==> config.mk <==
export PLATFORM = sky130hd
export DESIGN_NAME = qspi_bus_arbiter
export DESIGN_NICKNAME = d
export VERILOG_FILES = /design/src/rtl/qspi_arb_pkg.sv /design/src/rtl/qspi_bus_arbiter.sv
export SDC_FILE = /design/constraint.sdc
export NUM_CORES = 1
export LEC_CHECK = 0
export CORE_UTILIZATION = 47
export CTS_CLUSTER_SIZE = 28
export DETAILED_ROUTE_END_ITERATION = 7
export PLACE_DENSITY = 0.73
export SLEW_MARGIN = 0
export SYNTH_ARGS = -nofsm -noshare
export SYNTH_HDL_FRONTEND = slang
export SYNTH_SLANG_ARGS = --single-unit
==> constraint.sdc <==
create_clock -name clk -period 1.9 [get_ports clk]
set_input_delay 0.57 -clock clk [delete_from_list [all_inputs] [get_ports clk]]
set_output_delay 0.57 -clock clk [all_outputs]
set_load 0.01 [all_outputs]
==> src/rtl/qspi_arb_pkg.sv <==
// Shared definitions for the quad-SPI bus arbiter, mem_ctl request logic and SPI engine.
package qspi_arb_pkg;

  typedef enum logic [1:0] {
    ARB_IDLE  = 2'd0,
    ARB_GRANT = 2'd1,
    ARB_GAP   = 2'd2
  } arb_state_e;

  // Requester bit positions in i_req / o_gnt
  localparam int REQ_INSTR = 0;
  localparam int REQ_DATA  = 1;

  // Target select: drives flash_cs_n vs ram_cs_n in the engine
  localparam logic TGT_FLASH = 1'b0;
  localparam logic TGT_PSRAM = 1'b1;

endpackage

==> src/rtl/qspi_bus_arbiter.sv <==
// Shared quad-SPI bus arbiter: one grant per transaction, CS-high gap between
// transactions, forced PSRAM burst break before the tCEM limit.
module qspi_bus_arbiter
  import qspi_arb_pkg::*;
#(
  parameter int CS_GAP_CYCLES    = 2,
  parameter int PSRAM_MAX_CYCLES = 400,
  parameter int STARVE_LIMIT     = 4
) (
  input  logic       clk,
  input  logic       rst_n,
  input  logic [1:0] i_req,
  input  logic       i_tgt_instr,
  input  logic       i_tgt_data,
  input  logic       i_done,
  output logic [1:0] o_gnt,
  output logic       o_tgt,
  output logic       o_start,
  output logic       o_brk,
  output logic       o_busy
);

  localparam int SW = (STARVE_LIMIT > 0) ? $clog2(STARVE_LIMIT + 1) : 1;
  localparam int HW = (PSRAM_MAX_CYCLES > 1) ? $clog2(PSRAM_MAX_CYCLES + 1) : 1;
  localparam int GW = (CS_GAP_CYCLES > 1) ? $clog2(CS_GAP_CYCLES + 1) : 1;

  localparam logic [SW-1:0] STARVE_MAX = SW'(STARVE_LIMIT);
  localparam logic [HW-1:0] HOLD_LAST  = HW'(PSRAM_MAX_CYCLES - 1);
  localparam logic [GW-1:0] GAP_LAST   = GW'((CS_GAP_CYCLES > 0) ? CS_GAP_CYCLES - 1 : 0);

  arb_state_e    state_q;
  logic [1:0]    gnt_q;
  logic          tgt_q;
  logic          start_q;
  logic          brk_q;
  logic [SW-1:0] starve_q;
  logic [HW-1:0] hold_q;
  logic [GW-1:0] gap_q;
  logic [1:0]    win_d;

  // Next winner (one-hot). Data has priority unless instr has been passed over
  // STARVE_LIMIT times in a row; a lone requester always wins.
  function automatic logic [1:0] next_winner(logic [1:0] req, logic [SW-1:0] starve);
    if (!req[REQ_INSTR])      return 2'b10;
    if (!req[REQ_DATA])       return 2'b01;
    if ((STARVE_LIMIT != 0) && (starve == STARVE_MAX)) return 2'b01;
    return 2'b10;
  endfunction

  // Winner is only consumed in IDLE with a non-zero request
  assign win_d = next_winner(i_req, starve_q);

  // Arbiter FSM with registered grant/target/start/break outputs
  always_ff @(posedge clk or negedge rst_n) begin
    if (!rst_n) begin
      state_q  <= ARB_IDLE;
      gnt_q    <= 2'b00;
      tgt_q    <= TGT_FLASH;
      start_q  <= 1'b0;
      brk_q    <= 1'b0;
      starve_q <= '0;
      hold_q   <= '0;
      gap_q    <= '0;
    end else begin
      start_q <= 1'b0;
      unique case (state_q)
        ARB_IDLE: begin
          if (|i_req) begin
            state_q <= ARB_GRANT;
            gnt_q   <= win_d;
            tgt_q   <= win_d[REQ_DATA] ? i_tgt_data : i_tgt_instr;
            start_q <= 1'b1;
            hold_q  <= '0;
            // Instr grant resets starvation; data win over a waiting instr counts
            if (win_d[REQ_INSTR])
              starve_q <= '0;
            else if (i_req[REQ_INSTR] && (starve_q != STARVE_MAX))
              starve_q <= starve_q + SW'(1);
          end
        end
        ARB_GRANT: begin
          if (i_done) begin
            gnt_q <= 2'b00;
            tgt_q <= TGT_FLASH;
            brk_q <= 1'b0;
            gap_q <= '0;
            state_q <= (CS_GAP_CYCLES > 0) ? ARB_GAP : ARB_IDLE;
          end else if (tgt_q == TGT_PSRAM) begin
            // Counter parks at the limit; break stays up until the engine finishes
            if (hold_q == HOLD_LAST)
              brk_q <= 1'b1;
            else
              hold_q <= hold_q + HW'(1);
          end
        end
        ARB_GAP: begin
          if (gap_q == GAP_LAST)
            state_q <= ARB_IDLE;
          else
            gap_q <= gap_q + GW'(1);
        end
        default: state_q <= ARB_IDLE;
      endcase
    end
  end

  assign o_gnt   = gnt_q;
  assign o_tgt   = tgt_q;
  assign o_start = start_q;
  assign o_brk   = brk_q;
  assign o_busy  = (state_q != ARB_IDLE);

endmodule

==> flow_summary.toml, run 1 <==
[outcome]
status = "complete, no violations"

[synthesis]
synthArstFlopShare = 1.00
synth_nets = 114
synth_edf_count = 0
ys_seq_area_frac = 0.477
syn_inst = 103
synth-seq-cells = 21
yosysWarnings = 0
avgSynthCellArea_um2 = 10.7
synth.distinct_cells = 36
synth_area_um2 = 1100
ys.flop_type = "dfrtp_1"

[critical_path]
critPathBufInv = 1
cpPeakStageDelay_ns = 0.54
worstPathArrival_ns = 1.24
reg2reg_slack_ns = 0.23
path_max_fanout = 2
path_class = "flop to primary output"
crit_path_end_kind = "primary output"
required_ns = 1.33
crit_start = "o_tgt"
crit_chain = "clkdlybuf4s50_1"
crit_path_top_delay_cell = "clkdlybuf4s50_1"
r2r_end = "hold_q[3]"
r2r_cells = 5
crit-reg2reg-launch = "hold_q[0]"
start_kind = "flop"
critical_path.top_delay_family = "buffers and inverters"

[timing]
final.setup.worst_slack_ns = 0.0874
relSlewSlack = 0.753
skew_ns = 0.00731
max_freq_mhz = 552
period_minus_slack_ns = 1.81
hold_violations = 0
timing.final.max_slew_violations = 0
rsz0062_at_grt = "no"
worst_slew_pin_slew_ns = 0.361
setup_viol = 0
fin_crit_sh = 0.954

[die]
num_rows = 17
die_w_um = 50.4
die_h_um = 50.4
ios = 13
core-area_um2 = 2210
dieArea_um2 = 2540
initial_core_util = 0.498

[detailed_routing]
num_vias = 903
viasPerCell = 5.75
drt_iter0_drc = 12
wl_mm = 2.26
wl_per_cell_um = 14.4
postRouteAntennaNets = 0
drc = 0
dr.pass1.iters = 6

[cts]
cts_buffers = 3
clockBufferDepth = 2
cts_max_level = 1
clk_pin_slew_ns = 0.13
cts_tree = "built"
clock_sinks = 21
clockRootBuffer = "clkbuf_4"
clk_latency_ns = 0.31

[global_route]
grt_max_degree = 22
grt_overflow_total = 0
antenna_found_initial = 0
grt_usage = 0.214
grt_pass1_vias = 917
grt_pass1_wl_mm = 3.99

[placed_design]
post-place-ws_ns = -0.128
gp_congestion = 0.809
placed_area_um2 = 1320
io_buffers = 12
hpwl_mm = 1.65

[pwr]
powerDensity_nw_per_um2 = 1130
p_sw_w = 0.000558
power_frac_comb = 0.451
switching_share = 0.365
max-vdd-ir-drop_uv = 737
power_frac_seq = 0.404
p_clk_frac = 0.145
intPower_w = 0.000971
leakage_nw = 0.645
total_power_w = 0.00153

[worst_hold_path]
whs_path_depth = 1
min_path_type = "flop to flop"
min_from = "starve_q[2]"
min_to = "starve_q[2]"

[run]
maxCapViolCount = 0

[final_layout]
fill_cells = 200
nets = 141
multi_input_comb_area_um2 = 549
syn2layout_area_growth_pct = 23.3
fin_area_um2 = 1360
drive_above_1_share = 0.194
final-seq-area_um2 = 526
diodes = 0
## how the worst max path moves through the flow
stage / endpoint / cells after the start / slack (ns)
final: o_tgt / 1 / 0.09
after global routing: o_tgt / 1 / 0.03
after CTS: o_tgt / 1 / 0.09
after detailed placement: hold_q[5] / 5 / -0.13
after global placement: hold_q[3] / 5 / -0.11
after floorplan: hold_q[3] / 5 / 0.29
## cells in the mapped netlist, drive strengths merged, types with 2 or more instances
cell / number / area, um^2
dfrtp: 21 / 526
o21ai: 9 / 48.8
and3: 7 / 46.3
inv: 7 / 26.3
nand2: 7 / 26.3
nand3: 6 / 30.0
a21oi: 5 / 25.0
ha: 4 / 50.1
mux2i: 4 / 40.0
nor2: 4 / 15.0
a31oi: 3 / 25.0
nand4: 3 / 18.8
a22o: 2 / 17.5
nand2b: 2 / 12.5
o2bb2ai: 2 / 17.5
## routing by layer
metal / vias to the layer above / share of wire / track usage
li1: 440 / - / -
met1: 439 / 0.48 / 0.282
met2: 18 / 0.46 / 0.331
met3: 6 / 0.031 / 0.0424
met4: 0 / 0.023 / 0.106
met5: - / 0 / 0
## logic make-up after synthesis
logic type                 count (synthesis)  share of synthesized area
and+or+nand+nor                           36                      0.215
AOI/OAI and AO/OA                         30                      0.192
DFF                                       21                      0.477
buffers and inverters                      7                     0.0239
muxes                                      5                     0.0466
adders and majority gates                  4                     0.0455
## power by group through the flow
stage	clock network (W)	registers, W	logic (W)
6_report	0.000221	0.000618	0.000690
5_1_grt	0.000246	0.000631	0.000761
4_1_cts	0.000226	0.000617	0.000691
3_5_place_dp	0	0.000630	0.000674
3_3_place_gp	0	0.000626	0.000649
2_1_floorplan	0	0.000661	0.000319
## cell type report
class,instances,area share
clock inverter,1,0.00369
timing repair buffer,22,0.143
inverter,7,0.0194
multi-input combinational,75,0.405
sequential,21,0.387
tap,28,0.0258
clock buffer,3,0.0166
## through the flow
step / utilization / hold WS (ns) / TNS [ns] / cells
global placement: 0.598 / 0.475 / -0.284 / 152
detailed placement: 0.598 / 0.486 / -0.444 / 152
floorplan: - / 0.274 / 0 / 103
global route: 0.614 / 0.530 / 0 / 157
CTS: 0.614 / 0.502 / 0 / 157
finish: 0.614 / 0.501 / 0 / 157
## layout by cell type (no fill, tap or decap), drive strengths merged
cell type	synthesis	layout
nand4	3	3
a31oi	3	3
dlygate4sd2	0	1
nand2	7	7
a31o	1	1
nor3b	1	1
nand4bb	1	1
a21bo	1	1
mux2i	4	4
o21ai	9	9
dfrtp	21	21
inv	7	7
o2bb2ai	2	2
a22o	2	2
clkbuf	0	3
nand3	6	6
o22ai	1	1
mux2	1	1
buf	0	10
nor3	1	1
a211o	1	1
a311oi	1	1
and2b	1	1
clkdlybuf4s50	0	11
o311ai	1	1
o21a	1	1
and3	7	7
nor4b	1	1
or4b	1	1
a2111oi	1	1
nand2b	2	2
clkinv	0	1
a21oi	5	5
nor2	4	4
a2bb2o	1	1
or3	1	1
ha	4	4
## sequential cells by signal, summed over array words and instances (netlist names)
signal    cells
hold_q        9
starve_q      3
gap_q         2
o_gnt         2
state_q       2
o_brk         1
o_start       1
o_tgt         1
## timing repair
item,in CTS,in global routing
endpoints found under the setup margin,1,0
resized for setup,1,0
setup buffers,1,0
endpoints found under the hold margin,0,0
hold buffers,0,0
Power figures use the tool's default switching activity.
==> run 2: changes to the inputs <==
--- a/config.mk
+++ b/config.mk
@@ -8,7 +8,7 @@
 export CORE_UTILIZATION = 47
 export CTS_CLUSTER_SIZE = 28
 export DETAILED_ROUTE_END_ITERATION = 7
-export PLACE_DENSITY = 0.73
+export PLACE_DENSITY = 0.69
 export SLEW_MARGIN = 0
 export SYNTH_ARGS = -nofsm -noshare
 export SYNTH_HDL_FRONTEND = slang
==> run 2 against run 1 <==
- critical path depth grew 2
- clock power shrank 4%
- critical endpoint is now o_busy
- critical path type unchanged
- highest routed layer unchanged
- die area is the same
- largest power group unchanged
- global-route usage shrank 0.58 points
- via count shrank 1.1%
==> flow_summary.toml, run 2 (same netlist as run 1, synthesis figures left out) <==
[final_layout]
nets = 143
syn2layout_area_growth_pct = 24.5
fill_cells = 195
largest_register = "hold_q"
reg_top3 = "hold_q (9), starve_q (3)"
final_cell_mix = "dfrtp_1 (21), buf_4 (12), clkdlybuf4s50_1 (11), o21ai_0 (8), nand2_1 (7)"
drive_above_1_share = 0.198
instances_no_fill = 159
largest_reg_flops = 9
fin_util = 0.620
diodes = 0
layout_commonest_cell = "dfrtp_1"

[cts]
ctsHoldBuffers = 0
cts_tree = "built"
post-cts-setup-buffers = 0
clock_sinks = 21
clockRootBuffer = "clkbuf_4"
clk_latency_ns = 0.30
post_cts_resized = 1
cts_max_level = 1
clockBufferDepth = 2
clk_pin_slew_ns = 0.12
cts_buffers = 3

[timing]
max_freq_mhz = 559
timing.final.max_slew_violations = 0
skew_ns = 0.00383
hold_ws_ns = 0.509
worst_slew_pin_slew_ns = 0.356
period_minus_slack_ns = 1.79
setup_viol = 0
rsz0062_at_grt = "no"
hold_violations = 0
fin_crit_sh = 0.941
relSlewSlack = 0.756

[run]
maxCapViolCount = 0

[detailed_routing]
drc = 0
wl_per_cell_um = 13.8
dr.pass1.iters = 3
wl_mm = 2.19
num_vias = 893
viasPerCell = 5.62
drt_iter0_drc = 6
postRouteAntennaNets = 0

[critical_path]
critical_path.top_delay_family = "flip-flops"
start_kind = "flop"
required_ns = 1.33
path_max_fanout = 2
worstPathArrival_ns = 1.22
path_class = "flop to primary output"
critPathBufInv = 2
cpPeakStageDelay_ns = 0.41
crit_path_top_delay_cell = "dfrtp_1"
crit_path_end_kind = "primary output"
crit_chain = "nor2_1 -> inv_1 -> dlygate4sd2_1"

[die]
core-area_um2 = 2210
die_w_um = 50.4
die_h_um = 50.4
initial_core_util = 0.498
ios = 13
dieArea_um2 = 2540
num_rows = 17

[global_route]
grt_overflow_total = 0
grt_max_degree = 22
grt_pass1_wl_mm = 3.91
antenna_found_initial = 0
grt_pass1_vias = 881
grt_usage = 0.208

[placed_design]
io_buffers = 12
hpwl_mm = 1.66
gp_congestion = 0.837
placed_cells = 155

[pwr]
leakage_nw = 0.653
powerDensity_nw_per_um2 = 1100
max-vdd-ir-drop_uv = 706
total_power_w = 0.00151

[worst_hold_path]
min_path_type = "flop to flop"

[outcome]
status = "complete, no violations"
[run 2: cell count changes in the layout (fill, tap and decap cells not counted), sizes merged]
cell    before  now
clkbuf       3    4
clkinv       1    0
buf         10   12
[run 2: per-layer routing]
layer / vias up / share of wire / GRT usage
li1: 445 / - / -
met1: 430 / 0.46 / 0.254
met2: 14 / 0.49 / 0.353
met3: 4 / 0.030 / 0.0424
met4: 0 / 0.019 / 0.0880
met5: - / 0 / 0
[run 2: worst paths after layout]
| path | from | endpoint | slack (ns) | depth (start not counted) |
|---|---|---|---|---|
| max | state_q[0] | o_busy | 0.11 | 3 |
| min | starve_q[2] | starve_q[2] | 0.51 | 1 |
| max reg2reg | hold_q[0] | hold_q[5] | 0.21 | 5 |
| min reg2reg | starve_q[2] | starve_q[2] | 0.51 | 1 |
| max in group asynchronous | rst_n | o_start | 1.09 | 2 |
| min in group asynchronous | rst_n | hold_q[7] | 0.60 | 2 |
[run 2: stage by stage]
step                      area, um^2  worst slack, ns  setup TNS, ns
after CTS                       1370           0.0946              0
after global routing            1370           0.0437              0
final                           1370            0.112              0
after global placement          1350           -0.110         -0.307
after floorplan                 1100            0.291              0
after detailed placement        1350           -0.153         -0.612
[run 2: layout make-up]
class / instances / area, um^2 / share of cell area
timing repair buffer: 24 / 209 / 0.152
inverter: 7 / 26.3 / 0.0192
tap: 28 / 35.0 / 0.0255
clock buffer: 4 / 26.3 / 0.0192
multi-input combinational: 75 / 549 / 0.401
sequential: 21 / 526 / 0.383
[run 2: where the power goes]
part / leakage (nW) / internal, W / switching, W / total, W
sequential: 0.280 / 0.000552 / 0.0000613 / 0.000613
combinational: 0.358 / 0.000345 / 0.000342 / 0.000687
clock: 0.0150 / 0.0000816 / 0.000132 / 0.000213
total: 0.653 / 0.000978 / 0.000535 / 0.00151
